File: src/rtl/opera_bus_pkg.sv
// Shared types and address map for the Opera system-bus arbiter.
// Region and FSM state encodings are used by the arbiter and its address decoder.
package opera_bus_pkg;

   typedef enum logic [2:0] {
      REG_MADAM,
      REG_CLIO,
      REG_STUB,
      REG_ZERO,
      REG_EXT
   } region_t;

   typedef enum logic [1:0] {
      ST_IDLE,
      ST_ACCESS,
      ST_EXT_WAIT,
      ST_RESP
   } state_t;

   localparam logic [15:0] MADAM_PAGE = 16'h0330;
   localparam logic [15:0] CLIO_PAGE  = 16'h0340;
   localparam logic [31:0] STUB_ADR_A = 32'h0320_6100;
   localparam logic [31:0] STUB_ADR_B = 32'h0320_6900;
   localparam logic [31:0] ZERO_ADR   = 32'h0320_02B4;

endpackage

File: src/rtl/opera_bus_decode.sv
// Combinational address decoder: maps a full 32-bit bus address to its target region.
// Anything that is not a register page or a fixed-data location goes to external memory.
module opera_bus_decode
   import opera_bus_pkg::*;
(
   input  logic [31:0] addr,
   output region_t     region
);

   always_comb begin
      region = REG_EXT;
      if (addr[31:16] == MADAM_PAGE)
         region = REG_MADAM;
      else if (addr[31:16] == CLIO_PAGE)
         region = REG_CLIO;
      else if ((addr == STUB_ADR_A) || (addr == STUB_ADR_B))
         region = REG_STUB;
      else if (addr == ZERO_ADR)
         region = REG_ZERO;
   end

endmodule

File: src/rtl/opera_bus_arbiter.sv
// Two-master Wishbone arbiter (CPU = master 0, DMA = master 1) with region decode,
// register strobes, external handshake with timeout, and a one-cycle registered response.
//
//  state       | meaning
//  ST_IDLE     | arbitrate; a locked owner keeps the bus while its cyc stays high
//  ST_ACCESS   | one cycle: register strobe, or launch the external cycle
//  ST_EXT_WAIT | external cycle in flight; wait for ack, timeout or abandon
//  ST_RESP     | one cycle: ack and read data to the owner
module opera_bus_arbiter
   import opera_bus_pkg::*;
#(
   parameter int          TIMEOUT   = 256,
   parameter int          TO_W      = 8,
   parameter logic [31:0] STUB_DATA = 32'hBADACCE5,
   parameter logic [31:0] ERR_DATA  = 32'hDEADBEEF
) (
   input  logic        i_clk,
   input  logic        i_reset,
   input  logic        m0_cyc,
   input  logic        m0_stb,
   input  logic        m0_we,
   input  logic [31:0] m0_adr,
   input  logic [31:0] m0_dat,
   input  logic [3:0]  m0_sel,
   output logic        m0_ack,
   output logic [31:0] m0_rdat,
   input  logic        m1_cyc,
   input  logic        m1_stb,
   input  logic        m1_we,
   input  logic [31:0] m1_adr,
   input  logic [31:0] m1_dat,
   input  logic [3:0]  m1_sel,
   output logic        m1_ack,
   output logic [31:0] m1_rdat,
   output logic [31:0] slv_adr,
   output logic [31:0] slv_dat,
   output logic [3:0]  slv_sel,
   output logic        madam_rd,
   output logic        madam_wr,
   output logic        clio_rd,
   output logic        clio_wr,
   input  logic [31:0] madam_dout,
   input  logic [31:0] clio_dout,
   output logic        ext_cyc,
   output logic        ext_stb,
   output logic        ext_we,
   input  logic        ext_ack,
   input  logic [31:0] ext_dat,
   output logic [1:0]  grant,
   output logic        bus_err,
   input  logic        err_clr
);

   state_t            state, state_n;
   logic [1:0]        grant_n;
   logic              lock, lock_n;
   logic              last_dma;
   logic              we_q;
   region_t           region_q, win_region;
   logic [TO_W-1:0]   to_cnt;
   logic [31:0]       ext_data_q;
   logic [31:0]       resp_data;
   logic [31:0]       win_adr;
   logic              win, pick;
   logic              ext_capture, ext_err;
   logic              req0, req1, owner_cyc, owner_req;

   assign req0      = m0_cyc & m0_stb;
   assign req1      = m1_cyc & m1_stb;
   assign owner_cyc = grant[1] ? m1_cyc : m0_cyc;
   assign owner_req = grant[1] ? req1 : req0;
   assign win_adr   = pick ? m1_adr : m0_adr;

   opera_bus_decode u_decode (
      .addr   (win_adr),
      .region (win_region)
   );

   always_ff @(posedge i_clk) begin
      if (i_reset) begin
         state <= ST_IDLE;
         grant <= 2'b00;
         lock  <= 1'b0;
      end else begin
         state <= state_n;
         grant <= grant_n;
         lock  <= lock_n;
      end
   end

   always_comb begin
      state_n     = state;
      grant_n     = grant;
      lock_n      = lock;
      win         = 1'b0;
      pick        = 1'b0;
      ext_capture = 1'b0;
      ext_err     = 1'b0;
      case (state)
         ST_IDLE: begin
            if (lock && owner_cyc) begin
               if (owner_req) begin
                  win  = 1'b1;
                  pick = grant[1];
               end
            end else begin
               lock_n  = 1'b0;
               grant_n = 2'b00;
               if (req0 && req1) begin
                  win  = 1'b1;
                  pick = ~last_dma;
               end else if (req0 || req1) begin
                  win  = 1'b1;
                  pick = req1;
               end
            end
            if (win) begin
               state_n = ST_ACCESS;
               grant_n = pick ? 2'b10 : 2'b01;
               lock_n  = 1'b0;
            end
         end
         ST_ACCESS: begin
            state_n = (region_q == REG_EXT) ? ST_EXT_WAIT : ST_RESP;
         end
         ST_EXT_WAIT: begin
            // ack beats a coincident timeout
            if (ext_ack) begin
               ext_capture = 1'b1;
               state_n     = ST_RESP;
            end else if (to_cnt == '0) begin
               ext_err = 1'b1;
               state_n = ST_RESP;
            end else if (!owner_cyc) begin
               state_n = ST_IDLE;
               grant_n = 2'b00;
            end
         end
         ST_RESP: begin
            state_n = ST_IDLE;
            if (owner_cyc)
               lock_n = 1'b1;
            else
               grant_n = 2'b00;
         end
         default: begin
            state_n = ST_IDLE;
            grant_n = 2'b00;
            lock_n  = 1'b0;
         end
      endcase
   end

   always_ff @(posedge i_clk) begin
      if (i_reset) begin
         last_dma   <= 1'b1;
         slv_adr    <= '0;
         slv_dat    <= '0;
         slv_sel    <= '0;
         we_q       <= 1'b0;
         region_q   <= REG_MADAM;
         to_cnt     <= '0;
         ext_data_q <= '0;
         bus_err    <= 1'b0;
      end else begin
         if (win) begin
            last_dma <= pick;
            slv_adr  <= win_adr;
            slv_dat  <= pick ? m1_dat : m0_dat;
            slv_sel  <= pick ? m1_sel : m0_sel;
            we_q     <= pick ? m1_we : m0_we;
            region_q <= win_region;
         end
         // down-counter: terminal count 0 marks the last EXT_WAIT cycle
         if (state == ST_ACCESS)
            to_cnt <= TO_W'(TIMEOUT - 1);
         else if ((state == ST_EXT_WAIT) && (to_cnt != '0))
            to_cnt <= to_cnt - 1'b1;
         if (ext_capture)
            ext_data_q <= ext_dat;
         else if (ext_err)
            ext_data_q <= ERR_DATA;
         if (ext_err)
            bus_err <= 1'b1;
         else if (err_clr)
            bus_err <= 1'b0;
      end
   end

   always_comb begin
      resp_data = '0;
      if (!we_q) begin
         case (region_q)
            REG_MADAM: resp_data = madam_dout;
            REG_CLIO:  resp_data = clio_dout;
            REG_STUB:  resp_data = STUB_DATA;
            REG_ZERO:  resp_data = '0;
            default:   resp_data = ext_data_q;
         endcase
      end
   end

   assign madam_rd = (state == ST_ACCESS) && (region_q == REG_MADAM) && !we_q;
   assign madam_wr = (state == ST_ACCESS) && (region_q == REG_MADAM) &&  we_q;
   assign clio_rd  = (state == ST_ACCESS) && (region_q == REG_CLIO)  && !we_q;
   assign clio_wr  = (state == ST_ACCESS) && (region_q == REG_CLIO)  &&  we_q;

   assign ext_cyc  = (state == ST_EXT_WAIT);
   assign ext_stb  = (state == ST_EXT_WAIT);
   assign ext_we   = (state == ST_EXT_WAIT) && we_q;

   assign m0_ack   = (state == ST_RESP) && grant[0];
   assign m1_ack   = (state == ST_RESP) && grant[1];
   assign m0_rdat  = m0_ack ? resp_data : '0;
   assign m1_rdat  = m1_ack ? resp_data : '0;

endmodule

File: config.mk
export PLATFORM = sky130hd
export DESIGN_NAME = opera_bus_arbiter
export DESIGN_NICKNAME = d
export VERILOG_FILES = /design/src/rtl/opera_bus_pkg.sv /design/src/rtl/opera_bus_decode.sv /design/src/rtl/opera_bus_arbiter.sv
export SDC_FILE = /design/constraint.sdc
export NUM_CORES = 1
export LEC_CHECK = 0
export CAP_MARGIN = 5
export CORE_AREA = 2 2 149 151
export DETAILED_ROUTE_END_ITERATION = 8
export DIE_AREA = 0 0 151 153
export PLACE_DENSITY_LB_ADDON = 0.05
export SETUP_SLACK_MARGIN = 0.3
export SYNTH_ARGS = -nofsm -noshare
export SYNTH_HDL_FRONTEND = slang
export SYNTH_SLANG_ARGS = --single-unit
File: constraint.sdc
create_clock -name i_clk -period 3 [get_ports i_clk]
set_input_delay 0.3 -clock i_clk [delete_from_list [all_inputs] [get_ports i_clk]]
set_output_delay 0.3 -clock i_clk [all_outputs]
set_load 0.005 [all_outputs]
==> run metrics <==
Slew Limit Fails=0; hold_sp=i_reset; Placed Area=10,600 µm²; largest net degree at the start of global routing=63; fin crit period=2550 ps; die area=23,100 µm²; r2r setup slk=860 ps; H-tree Lvls=4; EDFF count, synth=0; drc violations=0; final setup TNS=0 ps; leakage=4.19 nW; share of cells above drive strength 1=9.11%; most frequent cell after synthesis=nor2_1; post-synth top area cell=dfxtp_1; type of origin of the critical path=flip-flop; final wirelength=27,600 µm; DP Wirelength=20,800 µm; syn_area_per_cell=8.01 µm²; post-synthesis cell type count=50; gpl congestion=0.877; clk buf depth=2; Final #Nets=1,404; # hold bufs at CTS=0; simple-gate portion of the synthesized area=22.7%; Int Pwr=0.00411 W; Syn Nets=1,049; ys flop type=dfxtp_1; main area contributors after synthesis=dfxtp_1 (37%), nor2_1 (11%), mux2i_1 (5.9%); vias in the first global route=7,213; Starting Density=30.1%; Core ar.=21,500 µm²; mux contribution to synthesized area=8.33%; Slew @ Worst Pin=901 ps; Crit Path Category=flip-flop to output pin; clock power share=38.3%; first-pass iteration count of the detailed router=5; Multi-input gate area=3670 µm²; R2R cell count=7; initial antenna violation count=4; Final Setup Violations=0; Final Skew=10.7 ps; Final Instance Area=11,200 µm²; Clk pin slew, worst setup/hold paths=60 ps; 1st-iter DRT viols=412; boundary pin count=386; max-cap check violation count=0; Slew headroom=39.8%; Routed Antenna Nets=0; post-synth top area share=36.9%; TritonCTS buffer count=17; TritonCTS clock tree=done; Remaining Overflow, GRT=0; Reg-to-Reg Start=grant[1]; CP arrival=2250 ps; compound-cell area share of the yosys netlist=24.5%; Port Buffer Count=385; Fmax=0.392 GHz; sw frac=28.6%; CTS root buf=clkbuf_16; critical path endpoint category=output pin; floorplan die height=153 µm; period utilization=85.1%; VDD IR-drop max=439 µV; adder-cell share of the synthesized area=0.194%; synthesized cell area=6460 µm²; hold path depth=2; Fill cells=2,069; Seq pwr share=33.4%; number of synthesis warnings=0; synth cell count leaders=nor2_1 (190), dfxtp_1 (119), nand2_1 (72); Async SR Flop Fraction=0%; wire per inst=18.9 µm; Worst-Skew Late Latency=420 ps; CP Launch Point=region_q[1]; die width=151 µm; Rows=54; synthesis-to-finish area growth=74.0%; post-synthesis xor/xnor area fraction=0.813%; worst hold endpoint=ext_data_q[4]; #FFs+latches synth=119; status=finished clean; via/cell ratio=5.03; cells after synthesis=806; routed vias=7,340; Sequential Area=2390 µm²; RR Endpoint=slv_adr[18]; power per cell area=512 nW/µm²; Seq/Total Area, Yosys=36.9%; RSZ-0062 raised after global routing=yes; CP required=2700 ps; largest family of logic cells by synthesized area=compound AO/OA/AOI/OAI gates; final hold violations=0; Switch Pwr=0.00165 W; GRT Total Usage=23.4%; combinational share of power=28.3%; Clock Sink Count=119; crit path max fanout=16; first-pass GRT wire length=41,500 µm; Min-Delay Path Class=primary input to flip-flop
==> logic make-up (layout without fill, tap and decap cells) <==
family	Yosys count	after routing
and+or+nand+nor	334	334
AOI/OAI and AO/OA	192	192
DFF	119	119
buffers and inverters	102	470
muxes	52	52
xor gates and xnor gates	6	6
adders and majority gates	1	1
other	0	4
==> layout by cell type, fill, tap and decap left out, types with 20 or more instances in the layout <==
cell type / count
dfxtp_1: 115
o221a_2: 24
clkdlybuf4s50_1: 384
mux2i_1: 38
a211oi_1: 21
o22a_1: 37
nor2_1: 190
nand2_1: 72
a22oi_1: 22
inv_1: 28
a311oi_1: 32
buf_4: 20
==> routing by layer <==
metal  up-vias  track usage (%)  routed length, µm  share of wire (%)
li1       3614                -                  -                  -
met1      3384             27.5              11200                 41
met2       303             39.4              13300                 48
met3        39             7.40               2280                8.3
met4         0             8.95                720                2.6
met5         -                0                  0                  0
==> critical path, stage by stage (launching register included) <==
cell             delay [ps]
dfxtp_4                 420
buf_6                   190
nor2_1                   70
nor2_1                  100
a211oi_1                 60
a211o_1                 330
nor2_1                  150
clkdlybuf4s50_1         520
==> sequential cells by signal, indices dropped and copies added (netlist names) <==
register	count
slv_sel	4
ext_data_q	32
grant	2
last_dma	1
slv_adr	32
state	2
region_q	3
we_q	1
slv_dat	32
bus_err	1
to_cnt	8
lock	1
==> worst max-delay path by stage <==
stage / endpoint / cells past startpoint / slack (ps)
5_1_grt: m0_rdat[5] / 6 / 280
2_1_floorplan: m0_rdat[12] / 5 / 1180
3_3_place_gp: slv_sel[0] / 8 / 490
4_1_cts: m0_rdat[5] / 7 / 310
3_5_place_dp: slv_adr[17] / 8 / 470
6_report: m0_rdat[5] / 7 / 450
==> through the flow <==
step / cells / hold slack [ps] / utilization [%] / total power, W / setup slack [ps]
CTS: 1454 / 322 / 52.2 / 0.00582 / 309
detailed placement: 1422 / 468 / 49.2 / 0.00358 / 467
global route: 1458 / 343 / 52.3 / 0.00605 / 279
floorplan: 806 / 438 / - / 0.00273 / 1180
finish: 1458 / 338 / 52.3 / 0.00576 / 447
global placement: 1422 / 466 / 49.2 / 0.00358 / 491
==> final cells by class <==
| type | count | share of cell area (%) |
|---|---|---|
| Timing Repair Buffer | 409 | 36.3 |
| Sequential cell | 119 | 21.3 |
| Clock buffer | 18 | 3.91 |
| Multi-Input combinational cell | 585 | 32.6 |
| Inverter | 29 | 0.968 |
| Clock inverter | 14 | 1.77 |
| Tap cell | 280 | 3.12 |
| Antenna cell | 4 | 0.0890 |
==> power by group through the flow <==
stage	logic [W]	clock network [W]	registers (W)
6_report	0.00163	0.00220	0.00192
5_1_grt	0.00177	0.00233	0.00195
4_1_cts	0.00164	0.00225	0.00192
3_5_place_dp	0.00163	0	0.00195
3_3_place_gp	0.00163	0	0.00195
2_1_floorplan	0.000817	0	0.00192
==> repair_timing <==
action,CTS,global route
gates resized for setup,2,7
pin swaps,0,0
setup endpoints to repair,14,24
buffers inserted,0,0
cloned,0,0
No activity file was read; power rests on OpenSTA's default activity.
